$ cat src/rtl/mips_core_pkg.sv
// rtl/mips_core_pkg.sv - shared core types and constants used by the LL/SC unit
//
// Purpose: holds the LL/SC link state enum and the SC write-back constants
// shared across the core. Also provides the default data-path word-address
// width macro when no core-wide header has supplied one.
// Ports: none (package).

`ifndef ADDR_WIDTH
`define ADDR_WIDTH 32
`endif

package mips_core;

  typedef enum logic {
    LLSC_UNLINKED = 1'b0,
    LLSC_LINKED   = 1'b1
  } llsc_state_t;

  localparam logic [31:0] LLSC_SC_OK   = 32'd1;
  localparam logic [31:0] LLSC_SC_FAIL = 32'd0;

endpackage

$ cat src/rtl/llsc_input_ifc.sv
// rtl/llsc_input_ifc.sv - EX-stage load-linked / store-conditional request bundle
//
// Purpose: carries the decoded memory-op flags and effective address from EX.
// Signals:
//   is_sw      - op is a plain store word
//   lladdr_wr  - op is a load-linked (writes the link address)
//   is_sc      - op is a store-conditional
//   wr_reg_val - zero-extended effective address
// Modports: in (consumer), out (producer).

interface llsc_input_ifc;
  logic        is_sw;
  logic        lladdr_wr;
  logic        is_sc;
  logic [31:0] wr_reg_val;

  modport in  (input  is_sw, lladdr_wr, is_sc, wr_reg_val);
  modport out (output is_sw, lladdr_wr, is_sc, wr_reg_val);
endinterface

$ cat src/rtl/llsc_link_timer.sv
// rtl/llsc_link_timer.sv - saturating age counter that expires a live link
//
// Purpose: counts cycles while a link is live and flags the cycle in which the
// link reaches its lifetime, so the owner can drop the link on that edge.
// Ports:
//   clk       - clock
//   rst       - synchronous active-high reset
//   i_clear   - restart the count (new link taken)
//   i_enable  - link is live, advance the count
//   o_expired - combinational: link must drop at the coming edge

module llsc_link_timer #(
  parameter int LINK_TIMEOUT = 1023
) (
  input  logic clk,
  input  logic rst,
  input  logic i_clear,
  input  logic i_enable,
  output logic o_expired
);

  localparam int CW = (LINK_TIMEOUT < 2) ? 1 : $clog2(LINK_TIMEOUT + 1);
  // With no timeout the counter still saturates so it never wraps.
  localparam logic [CW-1:0] C_SAT = (LINK_TIMEOUT == 0) ? {CW{1'b1}} : CW'(LINK_TIMEOUT);

  logic [CW-1:0] r_count;

  always_ff @(posedge clk) begin
    if (rst || i_clear) begin
      r_count <= '0;
    end else if (i_enable && (r_count != C_SAT)) begin
      r_count <= r_count + 1'b1;
    end
  end

  generate
    if (LINK_TIMEOUT == 0) begin : g_never
      assign o_expired = 1'b0;
    end else begin : g_expire
      // Flag the cycle whose edge brings the count to LINK_TIMEOUT, so the
      // link is already gone in the first cycle that sees that count.
      assign o_expired = i_enable && (r_count == CW'(LINK_TIMEOUT - 1));
    end
  endgenerate

endmodule

$ cat src/rtl/llsc_unit.sv
// rtl/llsc_unit.sv - load-linked / store-conditional link tracker
//
// Purpose: tracks a single LL reservation (UNLINKED/LINKED), decides whether an
// SC in EX may commit, and returns the SC rt write-back value one cycle later.
// Ports:
//   clk, rst       - clock, synchronous active-high reset
//   i_llsc_input   - EX op flags and effective address
//   i_valid        - EX op is real and advancing
//   i_flush        - pipeline flush / exception, kills the link
//   o_sc_valid     - one-cycle pulse after an accepted SC
//   o_sc_result    - SC write-back value (1 success, 0 failure)
//   o_sc_success   - combinational: SC in EX may commit its store
//   o_link_valid   - link is live
//   o_link_addr    - registered link address

module llsc_unit
  import mips_core::*;
#(
  parameter int ADDR_WIDTH   = `ADDR_WIDTH,
  parameter int LINK_TIMEOUT = 1023
) (
  input  logic                  clk,
  input  logic                  rst,
  llsc_input_ifc.in             i_llsc_input,
  input  logic                  i_valid,
  input  logic                  i_flush,
  output logic                  o_sc_valid,
  output logic [31:0]           o_sc_result,
  output logic                  o_sc_success,
  output logic                  o_link_valid,
  output logic [ADDR_WIDTH-1:0] o_link_addr
);

  llsc_state_t           r_state;
  logic [ADDR_WIDTH-1:0] r_link_addr;
  logic                  r_sc_valid;
  logic [31:0]           r_sc_result;

  logic                  w_op_ok;
  logic                  w_is_sc;
  logic                  w_is_ll;
  logic                  w_is_sw;
  logic [ADDR_WIDTH-1:0] w_addr;
  logic                  w_match;
  logic                  w_linked;
  logic                  w_sc_success;
  logic                  w_expired;

  // Decode priority: flush > SC > LL > SW; nothing counts without i_valid.
  assign w_op_ok  = i_valid && !i_flush;
  assign w_is_sc  = w_op_ok && i_llsc_input.is_sc;
  assign w_is_ll  = w_op_ok && !i_llsc_input.is_sc && i_llsc_input.lladdr_wr;
  assign w_is_sw  = w_op_ok && !i_llsc_input.is_sc && !i_llsc_input.lladdr_wr
                    && i_llsc_input.is_sw;

  assign w_addr   = i_llsc_input.wr_reg_val[ADDR_WIDTH-1:0];
  // Word-granular match: byte offset bits are ignored.
  assign w_match  = (w_addr[ADDR_WIDTH-1:2] == r_link_addr[ADDR_WIDTH-1:2]);
  assign w_linked = (r_state == LLSC_LINKED);

  // Expiry in the SC cycle does not stop the SC: the link is still live now.
  assign w_sc_success = w_is_sc && w_linked && w_match;

  llsc_link_timer #(
    .LINK_TIMEOUT(LINK_TIMEOUT)
  ) u_link_timer (
    .clk       (clk),
    .rst       (rst),
    .i_clear   (w_is_ll),
    .i_enable  (w_linked),
    .o_expired (w_expired)
  );

  always_ff @(posedge clk) begin
    if (rst) begin
      r_state     <= LLSC_UNLINKED;
      r_link_addr <= '0;
      r_sc_valid  <= 1'b0;
      r_sc_result <= LLSC_SC_FAIL;
    end else begin
      r_sc_valid <= w_is_sc;
      if (w_is_sc) begin
        r_sc_result <= w_sc_success ? LLSC_SC_OK : LLSC_SC_FAIL;
      end

      if (i_flush) begin
        r_state <= LLSC_UNLINKED;
      end else if (w_is_sc) begin
        r_state <= LLSC_UNLINKED;
      end else if (w_is_ll) begin
        // LL outranks a coinciding expiry; the timer is cleared alongside.
        r_state     <= LLSC_LINKED;
        r_link_addr <= w_addr;
      end else if (w_is_sw && w_match) begin
        r_state <= LLSC_UNLINKED;
      end else if (w_expired) begin
        r_state <= LLSC_UNLINKED;
      end
    end
  end

  assign o_sc_valid   = r_sc_valid;
  assign o_sc_result  = r_sc_result;
  assign o_sc_success = w_sc_success;
  assign o_link_valid = w_linked;
  assign o_link_addr  = r_link_addr;

endmodule

$ cat src/flat_wrapper.sv
// flat-port wrapper written by rule: the top's interface ports become plain ports
module llsc_unit_flat import mips_core::*;
#(
  parameter int ADDR_WIDTH   = `ADDR_WIDTH,
  parameter int LINK_TIMEOUT = 1023
)
  (clk, rst, i_valid, i_flush, o_sc_valid, o_sc_result, o_sc_success, o_link_valid, o_link_addr, i_llsc_input_is_sw, i_llsc_input_lladdr_wr, i_llsc_input_is_sc, i_llsc_input_wr_reg_val);
  llsc_input_ifc i_llsc_input_i ();
  input  logic clk;
  input  logic rst;
  input  logic i_valid;
  input  logic i_flush;
  output logic o_sc_valid;
  output logic [31:0] o_sc_result;
  output logic o_sc_success;
  output logic o_link_valid;
  output logic [ADDR_WIDTH-1:0] o_link_addr;
  input wire logic [$bits(i_llsc_input_i.is_sw)-1:0] i_llsc_input_is_sw;
  input wire logic [$bits(i_llsc_input_i.lladdr_wr)-1:0] i_llsc_input_lladdr_wr;
  input wire logic [$bits(i_llsc_input_i.is_sc)-1:0] i_llsc_input_is_sc;
  input wire logic [$bits(i_llsc_input_i.wr_reg_val)-1:0] i_llsc_input_wr_reg_val;
  assign i_llsc_input_i.is_sw = i_llsc_input_is_sw;
  assign i_llsc_input_i.lladdr_wr = i_llsc_input_lladdr_wr;
  assign i_llsc_input_i.is_sc = i_llsc_input_is_sc;
  assign i_llsc_input_i.wr_reg_val = i_llsc_input_wr_reg_val;
  llsc_unit #(.ADDR_WIDTH(ADDR_WIDTH), .LINK_TIMEOUT(LINK_TIMEOUT)) u_core (.clk(clk), .rst(rst), .i_llsc_input(i_llsc_input_i), .i_valid(i_valid), .i_flush(i_flush), .o_sc_valid(o_sc_valid), .o_sc_result(o_sc_result), .o_sc_success(o_sc_success), .o_link_valid(o_link_valid), .o_link_addr(o_link_addr));
endmodule
$ cat config.mk
export PLATFORM = sky130hd
export DESIGN_NAME = llsc_unit_flat
export DESIGN_NICKNAME = d
export VERILOG_FILES = /design/src/rtl/mips_core_pkg.sv /design/src/rtl/llsc_input_ifc.sv /design/src/rtl/llsc_link_timer.sv /design/src/rtl/llsc_unit.sv /design/src/flat_wrapper.sv
export SDC_FILE = /design/constraint.sdc
export NUM_CORES = 1
export LEC_CHECK = 0
export CAP_MARGIN = 20
export CORE_MARGIN = 3
export CORE_UTILIZATION = 42
export DETAILED_ROUTE_END_ITERATION = 16
export GPL_TIMING_DRIVEN = 0
export PLACE_DENSITY = 0.83
export SLEW_MARGIN = 20
export SYNTH_ARGS = -nofsm -noshare
export SYNTH_HDL_FRONTEND = slang
export SYNTH_SLANG_ARGS = --single-unit
$ cat constraint.sdc
create_clock -name clk -period 1.45 [get_ports clk]
set_input_delay 0.29 -clock clk [delete_from_list [all_inputs] [get_ports clk]]
set_output_delay 0.29 -clock clk [all_outputs]
set_load 0.03 [all_outputs]
==> metrics.txt, run 1 <==
run status=finished, violations left; violated checks=negative setup slack; GR Util All Layers=0.188; Post-layout nets=438; GPL Wtd Cong=0.758; signal arrival time at the worst endpoint=1.70 ns; Port Buf Inserts=73; CP endpoint kind=primary output; timing endpoint of the critical path=o_sc_success; total non-filler cell area in the finished layout=0.00351 sq mm; Setup Crit Path Kind=in2out; die outline area=0.00646 sq mm; slack of the critical path=-0.541 ns; Tcrit/Tclk final=1.37; Remaining Overflow, GRT=0; leakage dissipation=1.55 nW; slowest cell on the critical path=clkdlybuf4s50_1; Cell Chain, Critical Path=clkdlybuf4s50_1 > xnor2_2 > nand4_1 > nor3_2 > nand4_1 > inv_2 > buf_6; Reg2Reg Launch Point=u_core.o_link_addr[8]$_SDFFE_PP0P_; Core Region=0.00524 sq mm; Rows=26; gate count of the mapped netlist=283; Critical Path Most Common Cell=nand4_1; Hold Crit Class=in2reg; clock-pin slew of the registers on the worst-case setup and hold paths=0.08 ns; detailed-route DRC error count=0; Post-synth top flop=dfxtp_1; critical path startpoint=i_llsc_input_wr_reg_val[28]; Synth Cell Area=0.00232 sq mm; sequential fraction of the synthesis area=0.388; path depth of the worst reg2reg path=5; via density per instance=4.56; average size of a mapped cell=8.21 sq um; antenna-violating nets left=0; final max-slew violation count=0; placed instance area=0.00332 sq mm; number of vias after detailed routing=2135; number of search-and-repair iterations in the first detailed-routing pass=4; final core utilization=0.671; most frequent cells in the layout=70 x nand2_1, 45 x dlygate4sd2_1, 35 x buf_4; Worst path top cell family by delay=buffers and inverters; deepest clock path buffer count=2; Crit path depth=7; worst supply voltage drop on vdd=648 uV; cell area power density=723 mW/mm^2; Root Buffer Master=clkbuf_8; TritonCTS clock tree=done; fillers=431; ant diodes=0; H-tree lvl count=2; async set-reset flop share out of synthesis=0; Total Negative Setup Slacks=-0.618 ns; reg-to-reg slack, setup=-0.07 ns; global-route wire length before repair=9400 um; number of setup violations in the final report=2; area added between synthesis and finish=51.2%; minimum period implied by the final worst setup slack=1.99 ns; initial antenna violation count=0; routed wirelength normalized by instance count=12.7 um; I/O Pins=106; RSZ-0062 raised after global routing=yes; Crit path required time=1.16 ns; die height=80.4 um; layout cells sized above 1=0.249; worst slew slack as a fraction of its limit=0.654; Final Power=2.54 mW; most common library cell in the layout ignoring fill and taps=nand2_1; number of enable flip-flop cells after synthesis=0; kind of start point of the critical path=primary input; fmax=502 MHz; Worst Path Buf+Inv=3; number of sinks on the clock net=45; clock latency at the later pin of the worst-skew pair=0.30 ns; count of synthesis-stage warnings from yosys=0; number of maximum-capacitance violations=0; largest driver fanout on the critical path=2; pin count of the biggest net entering global routing=14; Iter 0 DRT Violations=138; worst setup skew after layout=0.00513 ns; number of buffers added by the clock tree synthesis step=5; actual slew at the worst max-slew pin=0.519 ns; count of cell types in the netlist=31; detailed placement HPWL=4550 um; Final Hold Viols=0; CP max stage delay=0.52 ns; worst hold slack across all endpoints=0.279 ns; Reg2Reg Capture Point=u_core.o_link_valid$_SDFFE_PP0P_; final WL=5940 um; flop and latch count out of synthesis=45; Die X=80.4 um; number of global-route vias before repair=2017; starting utilization of the core area=0.444
[sequential cells by signal (all words and copies together), names as in the netlist]
| name | flops |
|---|---|
| u_core.o_link_addr | 32 |
| u_core.u_link_timer.r_count | 10 |
| u_core.o_link_valid | 1 |
| u_core.o_sc_result | 1 |
| u_core.o_sc_valid | 1 |
[cell usage after synthesis, types with 2 or more instances]
| cell | n | area, sq um |
|---|---|---|
| and4_4 | 2 | 22.5 |
| inv_1 | 3 | 11.3 |
| clkbuf_1 | 7 | 26.3 |
| ha_1 | 2 | 25.0 |
| nand3_1 | 2 | 10.0 |
| nand4_1 | 12 | 75.1 |
| buf_4 | 31 | 233 |
| nand2_1 | 71 | 267 |
| nand3b_1 | 2 | 15.0 |
| dfxtp_1 | 45 | 901 |
| and3_1 | 2 | 12.5 |
| xor2_1 | 8 | 70.1 |
| a211oi_1 | 2 | 15.0 |
| nor2_1 | 12 | 45.0 |
| buf_2 | 4 | 20.0 |
| a21oi_1 | 34 | 170 |
| xnor2_1 | 30 | 263 |
[layer usage]
layer / up-vias / global-route usage / share of wire / routed length, um
met3: 11 / 0.0628 / 0.082 / 488
met4: 0 / 0.0642 / 0.021 / 127
met5: - / 0 / 0 / 0
met2: 72 / 0.324 / 0.50 / 2970
met1: 959 / 0.216 / 0.40 / 2350
li1: 1093 / - / - / -
[cell families (layout without fill, tap and decap cells)]
group | Yosys count | in the layout | synth area share
AO/OA/AOI/OAI | 40 | 40 | 0.108
XOR/XNOR | 38 | 38 | 0.143
adder cells (fa/ha/maj) | 2 | 2 | 0.0108
buffers and inverters | 46 | 131 | 0.130
flip-flops | 45 | 45 | 0.388
other | 1 | 31 | 0.00161
AND/OR/NAND/NOR | 111 | 111 | 0.219
[power by group]
| part | internal [mW] | switching (mW) |
|---|---|---|
| combinational | 0.232 | 0.291 |
| sequential | 1.24 | 0.0189 |
| clock | 0.335 | 0.425 |
| total | 1.81 | 0.734 |
[final cells by class]
class | count | area (sq um) | share of cell area
Clock buffer | 6 | 72.6 | 0.0207
Sequential cell | 45 | 958 | 0.273
Multi-Input combinational cell | 222 | 1340 | 0.382
Clock inverter | 2 | 10.0 | 0.00285
Tap cell | 70 | 87.6 | 0.0249
Inverter | 3 | 11.3 | 0.00321
Timing Repair Buffer | 77 | 708 | 0.202
Buffer | 43 | 322 | 0.0915
[metrics by stage]
| step | cells | setup slack, ns |
|---|---|---|
| after global routing | 468 | -0.667 |
| after CTS | 467 | -0.541 |
| after detailed placement | 456 | -1.23 |
| after floorplan | 313 | -0.0729 |
| final | 468 | -0.541 |
| after global placement | 456 | -1.23 |
[worst min path at each step]
stage / cells past startpoint / slack (ns) / startpoint / endpoint
2_1_floorplan: 2 / 0.42 / i_llsc_input_wr_reg_val[11] / u_core.o_link_addr[11]$_SDFFE_PP0P_
3_3_place_gp: 2 / 0.45 / u_core.o_link_addr[1]$_SDFFE_PP0P_ / u_core.o_link_addr[1]$_SDFFE_PP0P_
3_5_place_dp: 2 / 0.46 / u_core.o_link_addr[1]$_SDFFE_PP0P_ / u_core.o_link_addr[1]$_SDFFE_PP0P_
4_1_cts: 3 / 0.38 / i_llsc_input_wr_reg_val[26] / u_core.o_link_addr[26]$_SDFFE_PP0P_
5_1_grt: 3 / 0.29 / i_llsc_input_wr_reg_val[29] / u_core.o_link_addr[29]$_SDFFE_PP0P_
6_report: 3 / 0.28 / i_llsc_input_wr_reg_val[5] / u_core.o_link_addr[5]$_SDFFE_PP0P_
[timing repair]
| action | CTS | global route |
|---|---|---|
| gates cloned | 0 | 0 |
| endpoints found under the hold margin | 0 | 0 |
| setup endpoints to repair | 69 | 39 |
| resized for setup | 81 | 16 |
| pin swaps | 12 | 7 |
| hold buffers | 0 | 0 |
| setup buffers | 3 | 1 |
[worst min-delay path, cell delays in order]
cell            delay (ns)
dlymetal6s2s_1        0.14
nand2_1               0.06
a21oi_1               0.05
Note: power is estimated with default switching activity, not from simulation.
==> inputs of run 2 (changes only) <==
GPL_TIMING_DRIVEN = unset   (was 0)
==> run 2 against run 1 <==
  * Cell count decreased by 1.5%
  * Count of clock-buffer cells in the layout shrank 1
  * First-iteration DRC count down 35%
  * The run still ends with negative setup slack left
  * Critical endpoint unchanged
  * Highest routed layer unchanged
  * Clock skew grew 0.0042 ns
==> metrics.txt, run 2 (synthesis gave the netlist of run 1 again) <==
run status=finished, violations left; violated checks=negative setup slack; RSZ-0062 raised after global routing=yes; ant diodes=0; CP endpoint kind=primary output; largest driver fanout on the critical path=2; Rows=26; fillers=422; most frequent cells in the layout=71 x nand2_1, 38 x buf_4, 31 x conb_1; antenna-violating nets left=0; Hold Crit Class=in2reg; area added between synthesis and finish=54.3%; number of instances in the placed design=449; signal arrival time at the worst endpoint=1.68 ns; deepest clock path buffer count=2; initial antenna violation count=0; die outline area=0.00646 sq mm; worst setup skew after layout=0.00938 ns; routed wirelength normalized by instance count=13.7 um; detailed placement HPWL=4300 um; Core Region=0.00524 sq mm; number of vias after detailed routing=2173; Reg2Reg Launch Point=u_core.o_link_addr[24]$_SDFFE_PP0P_; cell area power density=695 mW/mm^2; I/O Pins=106; Setup Crit Path Kind=reg2out; Critical Path Most Common Cell=nand4_1; pin count of the biggest net entering global routing=34; number of maximum-capacitance violations=0; Die X=80.4 um; Final Hold Viols=0; clock-pin slew of the registers on the worst-case setup and hold paths=0.09 ns; worst supply voltage drop on vdd=628 uV; number of buffers added by the clock tree synthesis step=5; number of setup violations in the final report=3; leakage dissipation=1.55 nW; slack of the critical path=-0.516 ns; Root Buffer Master=clkbuf_8; minimum period implied by the final worst setup slack=1.97 ns; Iter 0 DRT Violations=90; GPL Wtd Cong=0.730; Post-CTS Hold Fix Bufs=0; most common library cell in the layout ignoring fill and taps=nand2_1; number of search-and-repair iterations in the first detailed-routing pass=4; fmax=509 MHz; Sequential cell area=957 sq um; post-route insts no fill=461; starting utilization of the core area=0.444; reg-to-reg slack, setup=-0.06 ns; die height=80.4 um; layout cells sized above 1=0.286; Post-layout nets=431; final WL=6310 um; Reg2Reg Capture Point=u_core.o_sc_result[0]$_SDFFE_PP0P_; clock latency at the later pin of the worst-skew pair=0.30 ns; Tcrit/Tclk final=1.36; final max-slew violation count=0; detailed-route DRC error count=0; number of global-route vias before repair=2077; CP max stage delay=0.36 ns; critical hold path startpoint=i_llsc_input_wr_reg_val[3]; Worst Path Buf+Inv=2; Remaining Overflow, GRT=0; Cell Chain, Critical Path=xnor2_2 > nand4_1 > nor4_4 > nand4_1 > inv_2 > buf_6; H-tree lvl count=2; via density per instance=4.71; GR Util All Layers=0.180; Port Buf Inserts=74; Crit path required time=1.16 ns; kind of start point of the critical path=flop; flip-flop count of the largest register, all copies and words added=32; number of sinks on the clock net=45; depth of the worst hold-timing path=3; path depth of the worst reg2reg path=6; global-route wire length before repair=9240 um; Hold Crit Endpoint=u_core.o_link_addr[3]$_SDFFE_PP0P_; slowest cell on the critical path=dfxtp_4; final core utilization=0.685; Worst path top cell family by delay=simple AND/OR/NAND/NOR gates; TritonCTS clock tree=done; area used by multi-input combinational logic=0.00138 sq mm
-- run 2: cell count changes in the layout (fill, tap and decap cells not counted), moves of 3 or more --
cell / change
buf_12: +5
a21oi_2: +3
clkbuf_1: -5
buf_4: +3
clkbuf_2: +3
xnor2_1: -5
clkdlybuf4s50_1: -9
a21oi_1: -3
buf_6: -5
dlygate4sd2_1: -16
dlymetal6s2s_1: +4
xnor2_2: +6
clkdlybuf4s15_1: +11
-- run 2: what timing repair did --
item | CTS | global route
setup buffers | 1 | 1
gates cloned | 0 | 2
gates resized for setup | 73 | 38
setup endpoints to repair | 32 | 52
pin swaps | 18 | 9
-- run 2: worst max path at each step --
| stage | end | cells after the start | from | slack, ns |
|---|---|---|---|---|
| 3_5_place_dp | o_sc_success | 7 | i_llsc_input_wr_reg_val[11] | -0.72 |
| 5_1_grt | o_sc_success | 6 | u_core.o_link_addr[24]$_SDFFE_PP0P_ | -0.62 |
| 4_1_cts | o_sc_success | 6 | u_core.o_link_addr[24]$_SDFFE_PP0P_ | -0.53 |
| 2_1_floorplan | o_sc_success | 5 | u_core.o_link_addr[22]$_SDFFE_PP0P_ | -0.07 |
| 6_report | o_sc_success | 6 | u_core.o_link_addr[24]$_SDFFE_PP0P_ | -0.52 |
| 3_3_place_gp | o_sc_success | 7 | i_llsc_input_wr_reg_val[16] | -0.70 |
-- run 2: power by group --
part | internal (mW) | switching (mW) | total [mW]
logic | 0.200 | 0.292 | 0.492
clock network | 0.325 | 0.419 | 0.744
registers | 1.24 | 0.0163 | 1.25
-- run 2: worst reg2reg max path: stages, from the launching register on --
cell and delay [ns]:
dfxtp_4 0.36, xnor2_2 0.12, nand4_1 0.17, nor4_4 0.34, nand4_1 0.18, buf_4 0.17
a21oi_2 0.11
-- run 2: area by class of cell --
cell class                      count  area share
Inverter                            3     0.00314
Tap cell                           70      0.0244
Clock buffer                        5      0.0192
Clock inverter                      3     0.00349
Sequential cell                    45       0.267
Timing Repair Buffer              113       0.298
Multi-Input combinational cell    222       0.385
-- run 2: metal layers --
metal	GRT usage	vias to the layer above	share of wire
met1	0.203	1016	0.41
met2	0.319	77	0.50
met3	0.0796	2	0.089
li1	-	1078	-
met5	0	-	0
met4	0.0287	0	0.0011
-- run 2: through the flow --
step	power, mW	hold slack, ns	TNS [ns]	worst slack, ns	instance area (sq um)
2_1_floorplan	1.61	0.416	-0.0729	-0.0729	2500
3_3_place_gp	1.76	0.444	-9.35	-0.695	3340
3_5_place_dp	1.77	0.450	-10.69	-0.722	3340
4_1_cts	2.48	0.373	-0.616	-0.529	3480
5_1_grt	2.60	0.292	-0.978	-0.616	3590
6_report	2.49	0.292	-0.625	-0.516	3590
